[config.mk]
export PLATFORM = sky130hd
export DESIGN_NAME = dcm_clken_gen
export DESIGN_NICKNAME = d
export VERILOG_FILES = /design/src/rtl/dcm_clken_pkg.sv /design/src/rtl/dcm_clken_chan.sv /design/src/rtl/dcm_clken_gen.sv
export SDC_FILE = /design/constraint.sdc
export NUM_CORES = 1
export LEC_CHECK = 0
export ABC_AREA = 1
export CAP_MARGIN = 20
export CORE_UTILIZATION = 53
export DETAILED_ROUTE_END_ITERATION = 8
export PLACE_DENSITY = 0.79
export SYNTH_ARGS = -nofsm -noshare
export SYNTH_HDL_FRONTEND = slang
export SYNTH_SLANG_ARGS = --single-unit
[constraint.sdc]
create_clock -name CLKIN -period 1.8 [get_ports CLKIN]
set_clock_uncertainty 0.2 [all_clocks]
set_input_delay 0.27 -clock CLKIN [delete_from_list [all_inputs] [get_ports CLKIN]]
set_output_delay 0.27 -clock CLKIN [all_outputs]
set_load 0.01 [all_outputs]
[src/rtl/dcm_clken_pkg.sv]
// rtl/dcm_clken_pkg.sv - phase-shift FSM states, STATUS bit map and divide extraction for dcm_clken_gen
package dcm_clken_pkg;

    localparam int MAX_CH    = 16;
    localparam int MAX_DIV_W = 32;
    localparam int DIV_VEC_W = MAX_CH * MAX_DIV_W;

    typedef logic [1:0] ps_state_t;

    localparam ps_state_t PS_IDLE = 2'd0;
    localparam ps_state_t PS_PEND = 2'd1;
    localparam ps_state_t PS_DONE = 2'd2;

    localparam int STAT_BUSY = 0;
    localparam int STAT_IGN  = 1;
    localparam int STAT_BAD  = 2;

    // Divide value of channel ch from the packed vector; a zero divide means divide-by-one.
    function automatic int unsigned ch_divide(input logic [DIV_VEC_W-1:0] div_vec,
                                              input int ch, input int div_w);
        logic [DIV_VEC_W-1:0] shifted;
        logic [MAX_DIV_W-1:0] mask;
        int unsigned          d;
        shifted = div_vec >> (ch * div_w);
        mask    = MAX_DIV_W'((64'd1 << div_w) - 64'd1);
        d       = shifted[MAX_DIV_W-1:0] & mask;
        return (d == 0) ? 1 : d;
    endfunction

endpackage

[src/rtl/dcm_clken_chan.sv]
// rtl/dcm_clken_chan.sv - one divided channel: phase counter, CLKEN/CLKDV decode and shift apply
module dcm_clken_chan #(
    parameter int          DIV_W = 8,
    parameter int unsigned DIV   = 1
) (
    input  logic clk_i,
    input  logic rst_i,
    input  logic locked_i,
    input  logic delay_i,
    input  logic advance_i,
    output logic clken_o,
    output logic clkdv_o,
    output logic hit_o
);

    localparam int unsigned      D      = (DIV == 0) ? 1 : DIV;
    localparam logic [DIV_W-1:0] R_LAST = DIV_W'(D - 1);
    localparam logic [DIV_W-1:0] R_ADV  = (D >= 2) ? DIV_W'(D - 2) : '0;
    localparam logic [DIV_W-1:0] R_HALF = DIV_W'(D / 2);

    logic [DIV_W-1:0] r_q;
    logic [DIV_W-1:0] r_d;
    logic             hit;

    // Delay stretches the period by holding the last phase; advance shortens it by skipping it.
    always_comb begin
        r_d = '0;
        hit = 1'b0;
        if (locked_i) begin
            if (D == 1) begin
                hit = delay_i | advance_i;
            end else if (delay_i && (r_q == R_LAST)) begin
                r_d = r_q;
                hit = 1'b1;
            end else if (advance_i && (r_q == R_ADV)) begin
                r_d = '0;
                hit = 1'b1;
            end else if (r_q == R_LAST) begin
                r_d = '0;
            end else begin
                r_d = r_q + 1'b1;
            end
        end
    end

    always_ff @(posedge clk_i) begin
        if (rst_i) begin
            r_q <= '0;
        end else begin
            r_q <= r_d;
        end
    end

    assign clken_o = locked_i & (r_q == '0);
    assign clkdv_o = locked_i & ((D == 1) ? 1'b1 : (r_q < R_HALF));
    assign hit_o   = hit;

endmodule

[src/rtl/dcm_clken_gen.sv]
// rtl/dcm_clken_gen.sv - N-channel clock-enable generator with lock sequencing; phase shift built when DCM_CLKEN_PS_EN is defined
module dcm_clken_gen
    import dcm_clken_pkg::*;
#(
    parameter int                       NUM_CH      = 4,
    parameter int                       DIV_W       = 8,
    parameter logic [NUM_CH*DIV_W-1:0]  CH_DIVIDE   = {8'd8, 8'd4, 8'd2, 8'd1},
    parameter int                       LOCK_CYCLES = 16,
    parameter int                       SEL_W       = (NUM_CH > 1) ? $clog2(NUM_CH) : 1
) (
    input  logic              CLKIN,
    input  logic              RST,
    input  logic              PSEN,
    input  logic              PSINCDEC,
    input  logic [SEL_W-1:0]  PSSEL,
    output logic              PSDONE,
    output logic              LOCKED,
    output logic [NUM_CH-1:0] CLKEN,
    output logic [NUM_CH-1:0] CLKDV,
    output logic [7:0]        STATUS
);

    localparam int            LCW       = (LOCK_CYCLES > 1) ? $clog2(LOCK_CYCLES) : 1;
    localparam logic [LCW-1:0] LOCK_LAST = LCW'(LOCK_CYCLES - 1);

    logic [LCW-1:0] lock_cnt_q;
    logic [LCW-1:0] lock_cnt_d;
    logic           locked_q;
    logic           locked_d;

    always_comb begin
        lock_cnt_d = lock_cnt_q;
        locked_d   = locked_q;
        if (!locked_q) begin
            if (lock_cnt_q == LOCK_LAST) begin
                locked_d = 1'b1;
            end else begin
                lock_cnt_d = lock_cnt_q + 1'b1;
            end
        end
    end

    always_ff @(posedge CLKIN) begin
        if (RST) begin
            lock_cnt_q <= '0;
            locked_q   <= 1'b0;
        end else begin
            lock_cnt_q <= lock_cnt_d;
            locked_q   <= locked_d;
        end
    end

    assign LOCKED = locked_q;

    logic [NUM_CH-1:0] delay_v;
    logic [NUM_CH-1:0] advance_v;
    logic [NUM_CH-1:0] hit_v;

    for (genvar i = 0; i < NUM_CH; i++) begin : g_ch
        dcm_clken_chan #(
            .DIV_W (DIV_W),
            .DIV   (ch_divide(DIV_VEC_W'(CH_DIVIDE), i, DIV_W))
        ) u_chan (
            .clk_i     (CLKIN),
            .rst_i     (RST),
            .locked_i  (locked_q),
            .delay_i   (delay_v[i]),
            .advance_i (advance_v[i]),
            .clken_o   (CLKEN[i]),
            .clkdv_o   (CLKDV[i]),
            .hit_o     (hit_v[i])
        );
    end

`ifdef DCM_CLKEN_PS_EN
    ps_state_t        ps_state_q;
    ps_state_t        ps_state_d;
    logic [SEL_W-1:0] sel_q;
    logic [SEL_W-1:0] sel_d;
    logic             dir_q;
    logic             dir_d;
    logic             ign_q;
    logic             ign_d;
    logic             bad_q;
    logic             bad_d;
    logic             sel_hit;
    logic             sel_ok;

    assign sel_ok = (int'(PSSEL) < NUM_CH);

    always_comb begin
        sel_hit   = 1'b0;
        delay_v   = '0;
        advance_v = '0;
        for (int i = 0; i < NUM_CH; i++) begin
            if (sel_q == SEL_W'(i)) begin
                sel_hit      = hit_v[i];
                delay_v[i]   = (ps_state_q == PS_PEND) && dir_q;
                advance_v[i] = (ps_state_q == PS_PEND) && !dir_q;
            end
        end
    end

    always_comb begin
        ps_state_d = ps_state_q;
        sel_d      = sel_q;
        dir_d      = dir_q;
        ign_d      = ign_q;
        bad_d      = bad_q;
        case (ps_state_q)
            PS_IDLE: begin
                if (PSEN && locked_q) begin
                    if (sel_ok) begin
                        sel_d      = PSSEL;
                        dir_d      = PSINCDEC;
                        ps_state_d = PS_PEND;
                    end else begin
                        bad_d = 1'b1;
                    end
                end
            end
            PS_PEND: begin
                if (PSEN) begin
                    ign_d = 1'b1;
                end
                if (sel_hit) begin
                    ps_state_d = PS_DONE;
                end
            end
            PS_DONE: begin
                if (PSEN) begin
                    ign_d = 1'b1;
                end
                ps_state_d = PS_IDLE;
            end
            default: ps_state_d = PS_IDLE;
        endcase
    end

    always_ff @(posedge CLKIN) begin
        if (RST) begin
            ps_state_q <= PS_IDLE;
            sel_q      <= '0;
            dir_q      <= 1'b0;
            ign_q      <= 1'b0;
            bad_q      <= 1'b0;
        end else begin
            ps_state_q <= ps_state_d;
            sel_q      <= sel_d;
            dir_q      <= dir_d;
            ign_q      <= ign_d;
            bad_q      <= bad_d;
        end
    end

    assign PSDONE = (ps_state_q == PS_DONE);

    always_comb begin
        STATUS            = '0;
        STATUS[STAT_BUSY] = (ps_state_q == PS_PEND);
        STATUS[STAT_IGN]  = ign_q;
        STATUS[STAT_BAD]  = bad_q;
    end
`else
    logic unused_ps;

    assign delay_v   = '0;
    assign advance_v = '0;
    assign PSDONE    = 1'b0;
    assign STATUS    = '0;
    assign unused_ps = ^{PSEN, PSINCDEC, PSSEL, hit_v, PS_IDLE, PS_PEND, PS_DONE,
                         STAT_BUSY, STAT_IGN, STAT_BAD};
`endif

endmodule

Yosys cells after proc, flatten, opt, wreduce, memory -nomap -nowiden
Index checks and enable logic that the tools add are counted.

word-level totals
  output and inout bits = 18
  register bits after elaboration = 29

operators by class
  mux-type cells = 2
  equal/unequal tests = 4
  $add $sub $neg = 4
  reduce and logical (&&, ||, !) cells = 7
  bitwise operators = 8
  magnitude comparators = 3

operators by type and width
  kind                                                                          count
  8-bit by 1-bit adder with 8-bit output, second input constant                 3
  8-bit logical NOT                                                             3
  3-bit OR reduction                                                            3
  8-bit by 1-bit == test with 1-bit output, second input constant               1
  8-bit by 2-bit == test with 1-bit output, second input constant               1
  8-bit by 3-bit == test with 1-bit output, second input constant               1
  8-bit by 1-bit less-than comparator with 1-bit output, second input constant  1
  8-bit by 2-bit less-than comparator with 1-bit output, second input constant  1
  8-bit by 3-bit less-than comparator with 1-bit output, second input constant  1
  1-bit AND                                                                     6
  4-bit by 1-bit adder with 4-bit output, second input constant                 1
  4-bit == test, second input constant                                          1
  1-bit two-way mux                                                             2
  1-bit inverter                                                                2
  2-bit AND reduction                                                           1

Longest topological paths before layout
Gate-level depths: netlist of run 1.

  depth after elaboration = 3
  depth in mapped cells = 8
  mapped depth without buffers = 8

Hierarchy
From an unflattened synthesis of run 1, not the netlist that was laid out.

unflattened totals
  cells, all modules = 263
  area total of the unflattened synthesis = 1856.8 um^2

by module, submodules not included
  module                           times used  seq. area each (um^2)  area an instance (um^2)  cells an instance
  dcm_clken_chan (g_ch[3].u_chan)  1           160.2                  540.5                    74
  dcm_clken_chan (g_ch[2].u_chan)  1           160.2                  528.0                    75
  dcm_clken_chan (g_ch[1].u_chan)  1           160.2                  461.7                    67
  dcm_clken_gen                    1           100.1                  300.3                    42
  dcm_clken_chan (g_ch[0].u_chan)  1           0.0                    26.3                     5

Least setup slack after synthesis of run 1
OpenSTA, ideal clock, no wires.

  path kind = flip-flop to output port
  start point = reg locked_q (netlist: LOCKED)
  end point = out CLKEN[3]
  data required time = 1.330 ns
  cell stages (with the launch flop) = 5
  arrival = 0.984 ns
  slack = 0.346 ns
  buffers on the path = 1
  path through = dfxtp_1 -> inv_2 -> nor3_2 -> and2_1 -> buf_4

between the ends
  word-level cells in the longest chain between the ends = 1

RTL lines
  what                    line                  source
  start, declared         dcm_clken_gen.sv:28   logic locked_q;
  start signal, assigned  dcm_clken_gen.sv:49   locked_q <= locked_d;
  1-bit AND               dcm_clken_chan.sv:54  assign clken_o = locked_i & (r_q == '0);
  end, declared           dcm_clken_gen.sv:18   output logic [NUM_CH-1:0] CLKEN,

No other way between the ends.

Final worst setup path of run 1
  start point = reg g_ch[3].u_chan.r_q[3]
  end point = out CLKEN[3]

between the ends
  word-level cells in the longest chain between the ends = 2

RTL lines
  what                    line                  source
  start, declared         dcm_clken_chan.sv:21  logic [DIV_W-1:0] r_q;
  start signal, assigned  dcm_clken_chan.sv:50  r_q <= r_d;
  8-bit logical NOT       dcm_clken_chan.sv:54
  1-bit AND               dcm_clken_chan.sv:54

No other way between the ends.

==> run summary, run 1 <==
fmax: 565.7 MHz
Leak: 0.0008402 µW
Inserted Clock Buffers: 5
clock sinks: 29
fill count: 276
Synth area leaders: dfxtp_1 (36%), nor2_1 (13%), nand2_1 (12%), buf_4 (7.9%), inv_1 (7.2%)
Synth cell types: 22
met3 Use GR: 0.06122
failing checks: design-rule violations
first-pass GRT wire length: 4905 µm
initial antenna violation count: 0
Compound-Gate Fraction of Synth Area: 0.04884
vias in the first global route: 1,211
met1 global-route usage: 0.2351
post-route cell area: 1805 µm²
cells after synthesis: 236
post-cts hold buffer count: 0
Avg Cell Area, Syn: 6.839 µm²
Area Growth Syn to Fin: 11.86%
Reg2Reg Capture Point: g_ch[3].u_chan.r_q[3]
crit-path max FO: 2
Synth async-reset ratio: 0
max cap viols: 0
ANT nets after route: 0
die height: 57.19 µm
clk_lat worst skew: 0.34 ns
WHS Path Cells: 1
die width: 57.19 µm
post-DP HPWL: 2187 µm
vias: 1,399
largest family of logic cells by synthesized area: simple AND/OR/NAND/NOR gates
H-tree Lvls: 2
ant diodes: 0
initial core utilization: 0.5705
synthesized flop and latch total: 29
Hold Crit Start: g_ch[2].u_chan.r_q[0]
Seq/Total Area, Yosys: 0.3597
wire length per cell: 9.955 µm
post-synthesis simple-gate area fraction: 0.3388
CP Cell Sequence: or2_1 -> nor3_2 -> and2_1 -> buf_2
Std-Cell Core Area: 2829 µm²
top post-synthesis cells by count: nor2_1 (55), nand2_1 (50), inv_1 (31), dfxtp_1 (29), buf_4 (17)
CTS clk-pin slew, worst paths: 0.10 ns
DP Area: 1760 µm²
synthesized cell area: 1614 µm²
r2r startpoint: g_ch[3].u_chan.r_q[0]
final setup vio count: 0
post-layout min period: 1.768 ns
largest vdd supply drop: 408.7 µV
Worst Reg-to-Reg Cells: 5
Critical Path RT: 1.33 ns
critical path's slowest cell: dfxtp_2
setup_tns: 0 ns
routability cong.: 0.8132
Final Hold Vio Count: 0
DRC Markers: 2
largest net degree at the start of global routing: 10
GRT Total Usage: 0.1979
pre-CTS WS: -0.03991 ns
CTS Buffer Depth: 2
crit end category: output pin
total die area: 3270 µm²
Vias/cell: 4.824
global route hottest layer: met2
CTS tree: built
grt total ovfl: 0
final period utilization: 0.9821
TritonRoute pass-1 iters: 9
Synth Flop Type: dfxtp_1
post-synthesis adder-cell area fraction: 0.06202
IO buf count: 10
DR iter-0 viols: 36
Yosys top cell area share: 0.3597
Post-synth EDFFs: 0
Max Slew Vio Count: 0
Ports: 24
max incr delay on CP: 0.33 ns
Syn. warnings: 0
Routed WL: 2887 µm
hold endpoint: g_ch[2].u_chan.r_q[0]
status: finished, violations left
WP data arrival: 1.30 ns
floorplan row count: 19
Root Driver: clkbuf_4
flop-to-flop setup slack: 0.33 ns
Startpoint Class: register
met2 Usage GRT: 0.3261
xor-xnor portion of the synthesized cell area: 0.03256
top-count cell post-synth: nor2_1
final setup margin: 0.03227 ns
Setup Crit Path Kind: register to output pin
worst min path class: register to register
Final Core Density: 0.6382
unrepaired setup endpoints after global routing: true
Nets: 272
Synth area leader: dfxtp_1
share of post-route cells with drive strength above 1: 0.1583
post-CTS setup buffers: 0
post-synthesis mux area share: 0
Power Density: 630.2 nW/µm²
-- what timing repair did --
action                     CTS  global route
pin swaps                    5             4
gates resized for setup     28             4
setup endpoints to repair    9             4
-- routing by layer --
layer  wire, µm  share of wire  vias to the layer above
met5          0              0                        -
met4         58          0.020                        0
met3        129          0.045                        5
met2       1319           0.46                       31
met1       1380           0.48                      617
li1           -              -                      746
-- worst max-delay path, delay by kind of cell, from the launching register on --
family / cells / cell delay [ns]
simple gates: 3 / 0.52
flops: 1 / 0.33
buf+inv: 1 / 0.12
-- cell usage in the layout (no fill, tap or decap) --
master,netlist,layout
a21oi_1,4,4
and2_1,1,1
buf_2,0,4
buf_4,17,14
clkbuf_2,0,2
clkbuf_4,0,5
clkbuf_8,0,2
clkdlybuf4s50_1,0,1
clkinv_2,0,1
conb_1,1,9
dfxtp_1,29,24
dfxtp_2,0,5
dlygate4sd2_1,0,3
ha_1,8,8
inv_1,31,31
inv_2,2,2
nand2_1,50,50
nand3_1,13,13
nand3b_1,2,2
nand4_1,4,4
nor2_1,55,54
nor2_2,0,1
nor2_8,1,1
nor3_1,1,1
nor3_2,1,1
o21ai_0,5,5
o21ai_2,3,3
o21bai_1,1,1
or2_1,0,1
xnor2_1,3,3
xor2_1,3,3
-- flip-flops by register name (all words and copies together), names as in the netlist --
register         cells
LOCKED               1
g_ch.u_chan.r_q     24
lock_cnt_q           4
-- kinds of logic (layout without fill, tap and decap cells) --
family,Yosys count,in the layout
adder cells (fa/ha/maj),8,8
XOR/XNOR,6,6
buffers and inverters,50,65
other,1,9
AO/OA/AOI/OAI,13,13
AND/OR/NAND/NOR,129,129
flip-flops,29,29
-- worst max-delay path by stage --
| stage | from | end | slack (ns) |
|---|---|---|---|
| floorplan | LOCKED | CLKEN[3] | 0.35 |
| global placement | g_ch[3].u_chan.r_q[3] | CLKEN[3] | -0.02 |
| detailed placement | g_ch[3].u_chan.r_q[3] | CLKEN[3] | -0.04 |
| CTS | g_ch[3].u_chan.r_q[2] | CLKEN[3] | -0.02 |
| global route | g_ch[3].u_chan.r_q[2] | CLKEN[3] | -0.08 |
| finish | g_ch[3].u_chan.r_q[3] | CLKEN[3] | 0.03 |
-- final cells by class --
| type | instances | area, µm² | area share |
|---|---|---|---|
| clock buffer | 7 | 65.06 | 0.03604 |
| clock inverter | 1 | 5.005 | 0.002772 |
| multi-input combinational | 165 | 814.5 | 0.4511 |
| inverter | 33 | 123.9 | 0.06861 |
| tap | 31 | 38.79 | 0.02148 |
| sequential | 29 | 586.8 | 0.3250 |
| timing repair buffer | 24 | 171.4 | 0.09494 |
-- through the flow --
stage / power, µW / instances / hold WS [ns]
3_3_place_gp: 692.1 / 282 / 0.2482
6_report: 1138 / 290 / 0.2394
2_1_floorplan: 699.6 / 244 / 0.1424
3_5_place_dp: 692.5 / 282 / 0.2573
4_1_cts: 1148 / 290 / 0.2408
5_1_grt: 1184 / 290 / 0.2652
-- where the power goes --
group	switching, µW	internal (µW)
combinational	17.9	7.35
clock	234	226
sequential	6.05	647
total	258	880
Power figures use the tool's default switching activity.
==> run 2, diff against run 1 <==
- CORE_ASPECT_RATIO: not set -> 1.4
==> run 2 against run 1 <==
Critical path depth shrank 1. Die area is essentially flat. Final area grew 3.0%. Critical path type unchanged. Sequential share of layout area shrank 1.3 points. Highest routed layer unchanged. Worst hold slack better by 0.025 ns. The run now ends clean.
==> run summary, run 2 (same netlist as run 1, synthesis figures left out) <==
status: complete, no violations
die height: 67.30 µm
unrepaired setup endpoints after global routing: true
critical path's slowest cell: dfxtp_1
switching share of power: 0.2324
ant diodes: 0
share of post-route cells with drive strength above 1: 0.1418
DRC Markers: 0
H-tree Lvls: 2
final setup vio count: 0
post-DP HPWL: 2018 µm
Power Density: 645.2 nW/µm²
DR iter-0 viols: 23
wire length per cell: 8.997 µm
CP Cell Sequence: or2_0 -> nor3_2 -> dlygate4sd2_1
max cap viols: 0
vias in the first global route: 1,177
post-layout min period: 1.771 ns
largest vdd supply drop: 623.5 µV
first-pass GRT wire length: 4616 µm
CTS clk-pin slew, worst paths: 0.06 ns
post-cts hold buffer count: 0
Std-Cell Core Area: 2878 µm²
ANT nets after route: 0
setup_tns: 0 ns
crit-path max FO: 2
largest net degree at the start of global routing: 11
Area Growth Syn to Fin: 15.19%
Sw Pwr: 278.8 µW
Inserted Clock Buffers: 5
WP data arrival: 1.30 ns
total power: 1200 µW
WP buf/inv: 1
Vias/cell: 4.617
Leak: 0.0008971 µW
Root Driver: clkbuf_8
initial antenna violation count: 0
die width: 48.64 µm
clk_lat worst skew: 0.28 ns
grt total ovfl: 0
max incr delay on CP: 0.31 ns
Final Core Density: 0.6461
final period utilization: 0.9837
max reg flops: 24
CTS Buffer Depth: 2
Clock power frac: 0.435
CTS tree: built
Nets: 274
worst min path class: register to register
Final Hold Vio Count: 0
commonest non-fill, non-tap cell in the layout: nor2_1
Critical Path RT: 1.33 ns
Internal: 920.8 µW
Routed WL: 2681 µm
initial core utilization: 0.5609
floorplan row count: 23
TritonRoute pass-1 iters: 4
GRT Total Usage: 0.1893
IO buf count: 10
total die area: 3273 µm²
Largest delay share family, worst path: simple AND/OR/NAND/NOR gates
power share of the combinational group: 0.020
clock sinks: 29
Largest Register: g_ch.u_chan.r_q
fill count: 288
post-CTS setup buffers: 0
most frequent cells in the layout: nor2_1 (53), nand2_1 (50), inv_1 (31), dfxtp_1 (29), buf_4 (16)
fmax: 564.8 MHz
Setup Crit Path Kind: register to output pin
register share of total power: 0.545
Ports: 24
routability cong.: 0.8062
crit end category: output pin
Startpoint Class: register
Max Slew Vio Count: 0
vias: 1,376
run 2: cell count changes in the layout (fill, tap and decap cells not counted), sizes merged:
cell / delta
clkinvlp: +1
clkinv: +1
clkbuf: -1
buf: -1
dlygate4sd2: -1
dlymetal6s2s: +3
run 2: per-layer routing:
| layer | track usage | up-vias | part of all wire |
|---|---|---|---|
| met4 | 0.1324 | 0 | 0.026 |
| met2 | 0.3472 | 29 | 0.51 |
| li1 | - | 742 | - |
| met5 | 0 | - | 0 |
| met3 | 0.04730 | 7 | 0.043 |
| met1 | 0.1878 | 598 | 0.42 |
run 2: final timing paths:
kind,startpoint,endpoint,slack [ns],cells past startpoint
worst max-delay path,g_ch[3].u_chan.r_q[3],CLKDV[3],0.03,3
worst min-delay path,g_ch[2].u_chan.r_q[0],g_ch[2].u_chan.r_q[0],0.26,1
worst max register to register,g_ch[3].u_chan.r_q[0],g_ch[3].u_chan.r_q[4],0.37,5
worst min register to register,g_ch[2].u_chan.r_q[0],g_ch[2].u_chan.r_q[0],0.26,1
run 2: metrics by stage:
step	setup slack, ns	cell area (µm²)	cells	hold slack (ns)
finish	0.02938	1859	298	0.2647
global route	-0.03432	1859	298	0.2825
CTS	-0.04911	1869	298	0.2710
detailed placement	-0.04788	1783	290	0.2556
global placement	-0.02669	1783	290	0.2495
floorplan	0.3457	1644	244	0.1424
run 2: layout make-up:
cell class / instances / area, µm² / share of cell area
Inverter: 33 / 123.9 / 0.06662
Clock inverter: 3 / 17.52 / 0.009421
Tap cell: 37 / 46.29 / 0.02490
Clock buffer: 5 / 68.82 / 0.03701
Sequential cell: 29 / 580.6 / 0.3122
Timing Repair Buffer: 26 / 205.2 / 0.1104
Multi-Input combinational cell: 165 / 817.0 / 0.4394
run 2: power by group through the flow:
stage | sequential (µW) | clock (µW) | combinational, µW
after global placement | 668 | 0 | 24.1
final | 654 | 521 | 24.5
after detailed placement | 668 | 0 | 24.6
after CTS | 653 | 545 | 24.6
after global routing | 654 | 570 | 27.7
after floorplan | 667 | 0 | 32.9
run 2: repair_timing:
action,CTS,global route
gates resized for setup,10,10
pin swaps,0,2
cloned,0,0
endpoints found under the setup margin,6,9
